`config.mk`:
```
export PLATFORM = sky130hd
export DESIGN_NAME = instr_mem_loader
export DESIGN_NICKNAME = d
export VERILOG_FILES = /design/src/rtl/instr_mem_loader_pkg.sv /design/src/rtl/instr_mem_loader_word_packer.sv /design/src/rtl/instr_mem_loader.sv
export SDC_FILE = /design/constraint.sdc
export NUM_CORES = 1
export LEC_CHECK = 0
export ABC_AREA = 1
export ABC_CLOCK_PERIOD_IN_PS = 5680
export CAP_MARGIN = 20
export CORE_ASPECT_RATIO = 1.25
export CORE_MARGIN = 8
export CORE_UTILIZATION = 50
export DETAILED_ROUTE_END_ITERATION = 6
export PLACE_DENSITY_LB_ADDON = 0.15
export SLEW_MARGIN = 15
export SYNTH_ARGS = -nofsm -noshare
export SYNTH_HDL_FRONTEND = slang
export SYNTH_HIERARCHICAL = 1
export SYNTH_SLANG_ARGS = --single-unit
```
`constraint.sdc`:
```
create_clock -name clk_i -period 5.68 [get_ports clk_i]
set_input_delay 1.42 -clock clk_i [delete_from_list [all_inputs] [get_ports clk_i]]
set_output_delay 1.42 -clock clk_i [all_outputs]
set_load 0.02 [all_outputs]
```
`src/rtl/instr_mem_loader_pkg.sv`:
```
// instr_mem_loader_pkg
// Shared types and constants for the instruction-memory loader.
//   loader_state_e : loader FSM states
//   BYTES_PER_WORD : stream bytes packed into one instruction word
//   LEN_BYTES      : bytes in the big-endian word-count header
// Optional feature macro used by the loader: LOADER_CHECKSUM_EN.
package instr_mem_loader_pkg;

    typedef enum logic [2:0] {
        StIdle,
        StLenHi,
        StLenLo,
        StData,
        StCsum,
        StDone,
        StErr
    } loader_state_e;

    localparam int unsigned BYTES_PER_WORD = 4;
    localparam int unsigned LEN_BYTES      = 2;

endpackage

```
`src/rtl/instr_mem_loader_word_packer.sv`:
```
// loader_word_packer
// Packs an MSB-first byte stream into 32-bit words.
// Ports:
//   i_clk, i_rst   : clock, asynchronous active-high reset
//   i_clear        : restart packing at byte position 0
//   i_byte_valid   : i_byte is accepted this cycle
//   i_byte         : stream byte
//   o_byte_idx     : position of the next byte within the word (0..3)
//   o_word_valid   : one-cycle pulse, o_word holds a complete word
//   o_word         : packed word (first byte in bits [31:24])
module loader_word_packer
    import instr_mem_loader_pkg::*;
(
    input  logic        i_clk,
    input  logic        i_rst,
    input  logic        i_clear,
    input  logic        i_byte_valid,
    input  logic [7:0]  i_byte,
    output logic [1:0]  o_byte_idx,
    output logic        o_word_valid,
    output logic [31:0] o_word
);

    localparam logic [1:0] LastIdx = 2'(BYTES_PER_WORD - 1);

    logic [31:0] r_shift;
    logic [1:0]  r_idx;
    logic        r_word_valid;

    always_ff @(posedge i_clk or posedge i_rst) begin
        if (i_rst) begin
            r_shift      <= '0;
            r_idx        <= '0;
            r_word_valid <= 1'b0;
        end else begin
            r_word_valid <= 1'b0;
            if (i_clear) begin
                r_idx <= '0;
            end else if (i_byte_valid) begin
                // Shifting left keeps the first byte of the word in the top lane.
                r_shift      <= {r_shift[23:0], i_byte};
                r_idx        <= r_idx + 2'd1;
                r_word_valid <= (r_idx == LastIdx);
            end
        end
    end

    assign o_byte_idx   = r_idx;
    assign o_word_valid = r_word_valid;
    assign o_word       = r_shift;

endmodule

```
`src/rtl/instr_mem_loader.sv`:
```
// instr_mem_loader
// Fills instruction memory from a byte stream: a 16-bit big-endian word count N,
// then N MSB-first 32-bit words written from byte address 0. Holds the CPU in
// reset until a load completes.
// Optional feature macro: LOADER_CHECKSUM_EN -- one trailing byte that must equal
// the XOR of all data bytes; mismatch ends in the error state.
// Ports:
//   clk_i, rst_i       : clock, asynchronous active-high reset
//   start_i            : begin a new load (honoured in idle/done/error only)
//   byte_valid_i/byte_i/byte_ready_o : byte stream handshake
//   mem_we_o/mem_addr_o/mem_data_o   : instruction-memory write port
//   cpu_hold_o         : keep CPU in reset
//   done_o, err_o      : load status
module instr_mem_loader
    import instr_mem_loader_pkg::*;
#(
    parameter int unsigned DEPTH_WORDS = 256,
    parameter int unsigned ADDR_W      = 32
) (
    input  logic              clk_i,
    input  logic              rst_i,
    input  logic              start_i,
    input  logic              byte_valid_i,
    input  logic [7:0]        byte_i,
    output logic              byte_ready_o,
    output logic              mem_we_o,
    output logic [ADDR_W-1:0] mem_addr_o,
    output logic [31:0]       mem_data_o,
    output logic              cpu_hold_o,
    output logic              done_o,
    output logic              err_o
);

`ifdef LOADER_CHECKSUM_EN
    localparam loader_state_e AfterData = StCsum;
`else
    localparam loader_state_e AfterData = StDone;
`endif
    localparam logic [1:0] LastIdx = 2'(BYTES_PER_WORD - 1);

    loader_state_e     r_state;
    loader_state_e     w_state_next;
    logic [7:0]        r_len_hi;
    logic [15:0]       r_len;
    logic [15:0]       r_word_cnt;
    logic [ADDR_W-1:0] r_addr;
    logic              r_done;
    logic              r_err;
    logic              r_hold;
`ifdef LOADER_CHECKSUM_EN
    logic [7:0]        r_csum;
`endif

    logic        w_ready;
    logic        w_xfer;
    logic        w_start_load;
    logic [15:0] w_len_next;
    logic        w_pack_accept;
    logic        w_last_byte;
    logic [1:0]  w_byte_idx;
    logic        w_word_valid;
    logic [31:0] w_word;
    logic        w_done_d;
    logic        w_err_d;
    logic        w_hold_d;

    assign w_xfer        = byte_valid_i && w_ready;
    assign w_start_load  = start_i && ((r_state == StIdle) || (r_state == StDone) ||
                                       (r_state == StErr));
    assign w_len_next    = {r_len_hi, byte_i};
    assign w_pack_accept = w_xfer && (r_state == StData);
    assign w_last_byte   = w_pack_accept && (w_byte_idx == LastIdx);

    loader_word_packer u_packer (
        .i_clk        (clk_i),
        .i_rst        (rst_i),
        .i_clear      (w_start_load),
        .i_byte_valid (w_pack_accept),
        .i_byte       (byte_i),
        .o_byte_idx   (w_byte_idx),
        .o_word_valid (w_word_valid),
        .o_word       (w_word)
    );

    // State register
    always_ff @(posedge clk_i or posedge rst_i) begin
        if (rst_i) begin
            r_state <= StIdle;
        end else begin
            r_state <= w_state_next;
        end
    end

    // Next-state logic
    always_comb begin
        w_state_next = r_state;
        case (r_state)
            StIdle, StDone, StErr: begin
                if (start_i) w_state_next = StLenHi;
            end
            StLenHi: begin
                if (w_xfer) w_state_next = StLenLo;
            end
            StLenLo: begin
                if (w_xfer) begin
                    if (w_len_next == 16'd0) begin
                        w_state_next = AfterData;
                    end else if (32'(w_len_next) > DEPTH_WORDS) begin
                        w_state_next = StErr;
                    end else begin
                        w_state_next = StData;
                    end
                end
            end
            StData: begin
                // Word count is bumped on the 4th byte, so equality here marks the
                // strobe cycle of the final word.
                if (w_word_valid && (r_word_cnt == r_len)) w_state_next = AfterData;
            end
`ifdef LOADER_CHECKSUM_EN
            StCsum: begin
                if (w_xfer) w_state_next = (byte_i == r_csum) ? StDone : StErr;
            end
`endif
            default: w_state_next = StIdle;
        endcase
    end

    // Output logic: handshake from current state, status flags from next state
    always_comb begin
        w_ready = 1'b0;
        case (r_state)
            StLenHi, StLenLo: w_ready = 1'b1;
            // Stop accepting once all N words have been received.
            StData:           w_ready = (r_word_cnt < r_len);
`ifdef LOADER_CHECKSUM_EN
            StCsum:           w_ready = 1'b1;
`endif
            default:          w_ready = 1'b0;
        endcase
        w_done_d = (w_state_next == StDone);
        w_err_d  = (w_state_next == StErr);
        w_hold_d = (w_state_next != StDone);
    end

    always_ff @(posedge clk_i or posedge rst_i) begin
        if (rst_i) begin
            r_done <= 1'b0;
            r_err  <= 1'b0;
            r_hold <= 1'b1;
        end else begin
            r_done <= w_done_d;
            r_err  <= w_err_d;
            r_hold <= w_hold_d;
        end
    end

    // Datapath registers
    always_ff @(posedge clk_i or posedge rst_i) begin
        if (rst_i) begin
            r_len_hi   <= '0;
            r_len      <= '0;
            r_word_cnt <= '0;
            r_addr     <= '0;
`ifdef LOADER_CHECKSUM_EN
            r_csum     <= '0;
`endif
        end else if (w_start_load) begin
            r_len      <= '0;
            r_word_cnt <= '0;
            r_addr     <= '0;
`ifdef LOADER_CHECKSUM_EN
            r_csum     <= '0;
`endif
        end else begin
            if ((r_state == StLenHi) && w_xfer) r_len_hi <= byte_i;
            if ((r_state == StLenLo) && w_xfer) r_len <= w_len_next;
            if (w_last_byte) r_word_cnt <= r_word_cnt + 16'd1;
            // Advance after the strobe cycle so the write sees the current address.
            if (w_word_valid) r_addr <= r_addr + ADDR_W'(BYTES_PER_WORD);
`ifdef LOADER_CHECKSUM_EN
            if (w_pack_accept) r_csum <= r_csum ^ byte_i;
`endif
        end
    end

    assign byte_ready_o = w_ready;
    assign mem_we_o     = w_word_valid;
    assign mem_addr_o   = r_addr;
    assign mem_data_o   = w_word;
    assign cpu_hold_o   = r_hold;
    assign done_o       = r_done;
    assign err_o        = r_err;

endmodule

```
; Word-level counts from Yosys, hierarchy flattened
; Index checks and enable logic that the tools add are counted.
; W data, S select, Z words.
[totals]
latchBits = 0
mem_bits_rw = 0
regBits = 113
romBits = 0
out_inout_bits = 69
mem_count = 0
input_bits = 12
elab_cells = 64
[classes]
n_lt_le_gt_ge = 2
multipliers = 0
n_addsub = 3
bitwise_logic = 1
n_mux = 18
div = 0
reduce_logical = 19
eq_ne = 10
n_shift = 0
[op_table]
columns = cell, count
row1 = $mux W16, 4
row2 = $mux W32, 2
row3 = $add A32 B3 Y32 const B, 1
row4 = $mux W3, 6
row5 = $add A16 B1 Y16 const B, 1
row6 = $eq A16 B16 Y1, 1
row7 = $gt A16 B9 Y1 const B, 1
row8 = $logic_not A16 Y1, 1
row9 = $lt A16 B16 Y1, 1
row10 = $eq A3 B3 Y1 const B, 4
row11 = $pmux W3 S4, 1
row12 = $reduce_bool A2 Y1, 4
row13 = $logic_and A1 B1 Y1, 7
row14 = $eq A3 B2 Y1 const B, 2
row15 = $mux W2, 2
row16 = $reduce_and A2 Y1, 2
row17 = $eq A3 B1 Y1 const B, 1
row18 = $logic_not A3 Y1, 1
row19 = $ne A3 B3 Y1 const B, 1
row20 = $reduce_or A3 Y1, 1
row21 = $add A2 B1 Y2 const B, 1
row22 = $eq A2 B2 Y1 const B, 1
row23 = $logic_or A1 B1 Y1, 2
row24 = $mux W1, 2
row25 = other kinds (3), 3

; Depth between registers and ports, before layout
[logic_depth]
ltp_word = 8
mapped_depth = 18

; Hierarchy
; Netlist, hierarchy kept.
[by_module_without_submodules]
columns = mod, area_each_um2, cells_each, n_inst
row1 = instr_mem_loader, 4558.1, 609, 1
row2 = loader_word_packer, 1466.4, 155, 1

; Worst setup path after synthesis
; OpenSTA, ideal clock, no wires.
[synth_path]
path_kind = reg2out
from = register r_word_cnt[11]
to = output port byte_ready_o
path_slack_ps = 2974
path_stages_with_launch = 7
t_required_ps = 4260
arrival_time_ps = 1286
path_cell_list = dfrtp_1 -> ha_1 -> a21oi_1 -> nand2_1 -> a21oi_1 -> nand3_2 -> nand2_2
[synth_via]
elab_chain_len = 2
[synth_rtl]
columns = element, line
row1 = "start, declared", instr_mem_loader.sv:45  ; logic [15:0] r_word_cnt;
row2 = "start signal, assigned", instr_mem_loader.sv:178  ; if (w_last_byte) r_word_cnt <= r_word_cnt + 16'd1;
row3 = $lt A16 B16 Y1, instr_mem_loader.sv:135  ; StData: w_ready = (r_word_cnt < r_len);
row4 = $pmux W1 S2, instr_mem_loader.sv:132  ; case (r_state)
row5 = "end, declared", instr_mem_loader.sv:25  ; output logic byte_ready_o,
; Every way passes these cells.

; Worst setup path after layout
[layout_path]
from = register r_word_cnt[5]
to = output port byte_ready_o
; The elaborated chain is that of the path after synthesis.

==> out/qor.json <==
{
  "outcome": {"value": "finished clean"},
  "placement.cell_area": {"value": 6853, "unit": "um2"},
  "worst_slew_pin_slew": {"value": 0.7508, "unit": "ns"},
  "drive_gt1_frac": {"value": 0.06332},
  "grt_max_degree": {"value": 45},
  "postCtsHoldBufs": {"value": 0},
  "dr.pass1.iters": {"value": 5},
  "seqCellArea": {"value": 2779, "unit": "um2"},
  "fin_setup_tns": {"value": 0, "unit": "ns"},
  "fmax": {"value": 259.4, "unit": "MHz"},
  "hold_path_class": {"value": "reg -> reg"},
  "cts_tree": {"value": "built"},
  "maxCapViolCount": {"value": 0},
  "category_of_the_most_critical_setup_path": {"value": "reg -> out"},
  "layout.filler_cells": {"value": 1148},
  "grt_use_total": {"value": 0.1963},
  "peakVddDrop": {"value": 168.1, "unit": "uV"},
  "crit_path_max_fanout": {"value": 6},
  "avgSynthCellArea": {"value": 7.886, "unit": "um2"},
  "cts_made_buffers": {"value": 9},
  "grt-ovfl-total": {"value": 0},
  "mapped_cells": {"value": 764},
  "die_width": {"value": 114.2, "unit": "um"},
  "finalHoldViolations": {"value": 0},
  "clock_tree.buffer_depth": {"value": 2},
  "dp.final_hpwl": {"value": 10.94, "unit": "mm"},
  "clock_skews": {"value": 0.009496, "unit": "ns"},
  "cts.sink_count": {"value": 111},
  "p_leak": {"value": 3.531, "unit": "nW"},
  "die-height": {"value": 138.7, "unit": "um"},
  "drt-wirelength-per-cell": {"value": 14.84, "unit": "um"},
  "ys_warn_count": {"value": 6},
  "timing.hold.ws": {"value": 0.4837, "unit": "ns"},
  "clk_transition_reported_paths": {"value": 0.08, "unit": "ns"},
  "core.rowCount": {"value": 45},
  "multi_input_area": {"value": 2709, "unit": "um2"},
  "number_of_global_route_vias_before_repair": {"value": 5222},
  "unrepaired_setup_endpoints_after_global_routing": {"value": "no"},
  "placeableCoreArea": {"value": 11940, "unit": "um2"},
  "critPathArrivalTime": {"value": 2.44, "unit": "ns"},
  "timing.final.crit_period": {"value": 3.856, "unit": "ns"},
  "finish.instance_area": {"value": 7144, "unit": "um2"},
  "area_delta_synth_final": {"value": 18.59, "unit": "%"},
  "worst_setup_end_kind": {"value": "output pin"},
  "power_density": {"value": 285.2, "unit": "nW/um2"},
  "worst_ep_required_time": {"value": 4.26, "unit": "ns"},
  "max_slew_violations": {"value": 0},
  "io_buffer_count": {"value": 78},
  "antenna_violations_before_repair": {"value": 0},
  "final_antenna_net_count": {"value": 0},
  "yosys_register_bits": {"value": 111},
  "floorplan.die_area": {"value": 15840, "unit": "um2"},
  "min_period_over_period": {"value": 0.6788},
  "grt_pass1_wl": {"value": 25.30, "unit": "mm"},
  "synth.distinct_cells": {"value": 43},
  "vias_per_cell": {"value": 5.236},
  "starting_density_of_the_core": {"value": 0.5047},
  "wl": {"value": 14.85, "unit": "mm"},
  "via_count": {"value": 5241},
  "detailedRoute.firstIterationViolations": {"value": 277},
  "worstSetupStartpointType": {"value": "flop"},
  "antenna-diode-count": {"value": 0},
  "post_synthesis_cell_area": {"value": 6025, "unit": "um2"},
  "synth.yosys.seq_area_share": {"value": 0.4613},
  "gp_routability_congestion": {"value": 0.8947},
  "drc": {"value": 0},
  "worst_skew_pair_later_pin_latency": {"value": 0.35, "unit": "ns"},
  "cts_setup_buffers": {"value": 0},
  "clock_tree.htree_level_count": {"value": 3},
  "pin_count": {"value": 81},
  "setup_violations": {"value": 0},
  "slew_limit_headroom": {"value": 0.4987},
  "finalNetCount": {"value": 863},
  "clock-root-buffer": {"value": "clkbuf_16"},
  "post_cts.resized_instances": {"value": 0}
}
[cell usage after synthesis, drive strengths merged]
cell,number,area [um2]
a21boi,2,15.01
a21o,1,7.510
a21oi,23,115.1
a31oi,1,6.260
and2,2,12.51
and3,2,12.51
buf,21,165.1
clkbuf,4,18.77
conb,1,3.750
dfrtp,110,2753
dfstp,1,26.28
ha,19,237.7
inv,95,356.6
nand2,211,834.6
nand3,83,437.9
nand4,17,121.4
nor2,72,282.8
nor3,23,126.4
nor3b,2,15.01
nor4,3,18.77
nor4b,1,8.760
o21a,4,30.03
o21ai,31,155.2
o221a,2,22.52
o22ai,13,81.33
o311ai,1,8.760
or2,6,37.54
xnor2,6,52.55
xor2,7,61.31
[worst paths after layout]
kind	start	to	slack [ns]	depth (start not counted)
max	r_word_cnt[5]	byte_ready_o	1.82	9
min	u_packer/o_word[29]	u_packer/o_word[29]	0.48	2
max reg2reg	r_state[2]	u_packer/o_word[19]	2.65	8
min reg2reg	u_packer/o_word[29]	u_packer/o_word[29]	0.48	2
max in group asynchronous	rst_i	r_len[10]	3.11	3
min in group asynchronous	rst_i	u_packer/o_word[9]	1.52	3
[power breakdown]
group / internal [W] / switching, W / leakage, nW / total (W)
clock network: 0.000320 / 0.000306 / 0.144 / 0.000625
registers: 0.000867 / 0.000105 / 1.38 / 0.000973
logic: 0.000195 / 0.000244 / 2.01 / 0.000440
total: 0.00138 / 0.000655 / 3.53 / 0.00204
[cells in the final DEF, fill, tap and decap left out, types with 2 or more instances in the layout]
cell / Yosys / final
nor3b_1: 2 / 2
xor2_1: 7 / 7
nor4_1: 3 / 3
nand4_1: 16 / 16
clkdlybuf4s50_1: 0 / 78
o221a_2: 2 / 2
nand2_4: 2 / 2
a21boi_0: 2 / 2
and2_1: 2 / 2
nor2_2: 2 / 2
o22ai_1: 13 / 13
inv_8: 0 / 2
o21ai_0: 31 / 31
inv_2: 4 / 5
nor3_1: 22 / 22
xnor2_1: 6 / 6
inv_1: 91 / 90
nand2_1: 198 / 198
nand2_2: 11 / 11
or2_2: 6 / 6
nand3_2: 2 / 2
nor2_1: 69 / 69
a21oi_1: 23 / 23
nand3_1: 80 / 80
clkbuf_16: 0 / 9
buf_4: 6 / 3
dfrtp_1: 110 / 110
clkinv_4: 0 / 2
ha_1: 19 / 19
and3_1: 2 / 2
conb_1: 1 / 2
o21a_1: 4 / 4
[state kept, by name, indices dropped and copies added (netlist names)]
name	flops
cpu_hold_o	1
done_o	1
err_o	1
mem_addr_o	30
r_len	16
r_len_hi	8
r_state	3
r_word_cnt	16
u_packer/o_byte_idx	2
u_packer/o_word	32
u_packer/o_word_valid	1
[routing by layer]
| metal | vias up | wire (um) | track usage |
|---|---|---|---|
| met1 | 2502 | 6352 | 0.2399 |
| met5 | - | 0 | 0 |
| met4 | 0 | 240 | 0.06325 |
| met2 | 119 | 7446 | 0.3274 |
| met3 | 20 | 814 | 0.05185 |
| li1 | 2600 | - | - |
[final cells by class]
cell class,count,share of cell area
flip-flops and latches,111,0.3890
clock buffers,11,0.03398
repair buffers,81,0.1124
multi-input cells,534,0.3792
inverters,95,0.04991
clock inverters,5,0.006830
well taps,164,0.02872
[worst max-delay path, stage by stage, from the launching register on]
cell and delay [ns]:
dfrtp_1 0.47, ha_1 0.33, a21oi_1 0.16, nor2_1 0.06, nor2_1 0.08, nand2_1 0.07
nand2_1 0.07, nand3_2 0.07, nand2_2 0.15, clkdlybuf4s50_1 0.63
[stage by stage]
step | total power, W | worst slack (ns) | cells | utilization
2_1_floorplan | 0.001230 | 2.323 | 765 | -
3_3_place_gp | 0.001417 | 1.656 | 985 | 0.5741
3_5_place_dp | 0.001432 | 1.610 | 985 | 0.5741
4_1_cts | 0.002060 | 1.814 | 1001 | 0.5985
5_1_grt | 0.002152 | 1.654 | 1001 | 0.5985
6_report | 0.002038 | 1.824 | 1001 | 0.5985
[kinds of logic after synthesis]
kind of cell    Yosys count  share of synthesized area
fa+ha+maj                19                    0.03946
xor+xnor                 13                    0.01890
simple gates            422                     0.3167
flops                   111                     0.4613
buf+inv                 120                    0.08972
other cells               1                  0.0006225
compound gates           78                    0.07331
(Power assumes the default switching activity.)
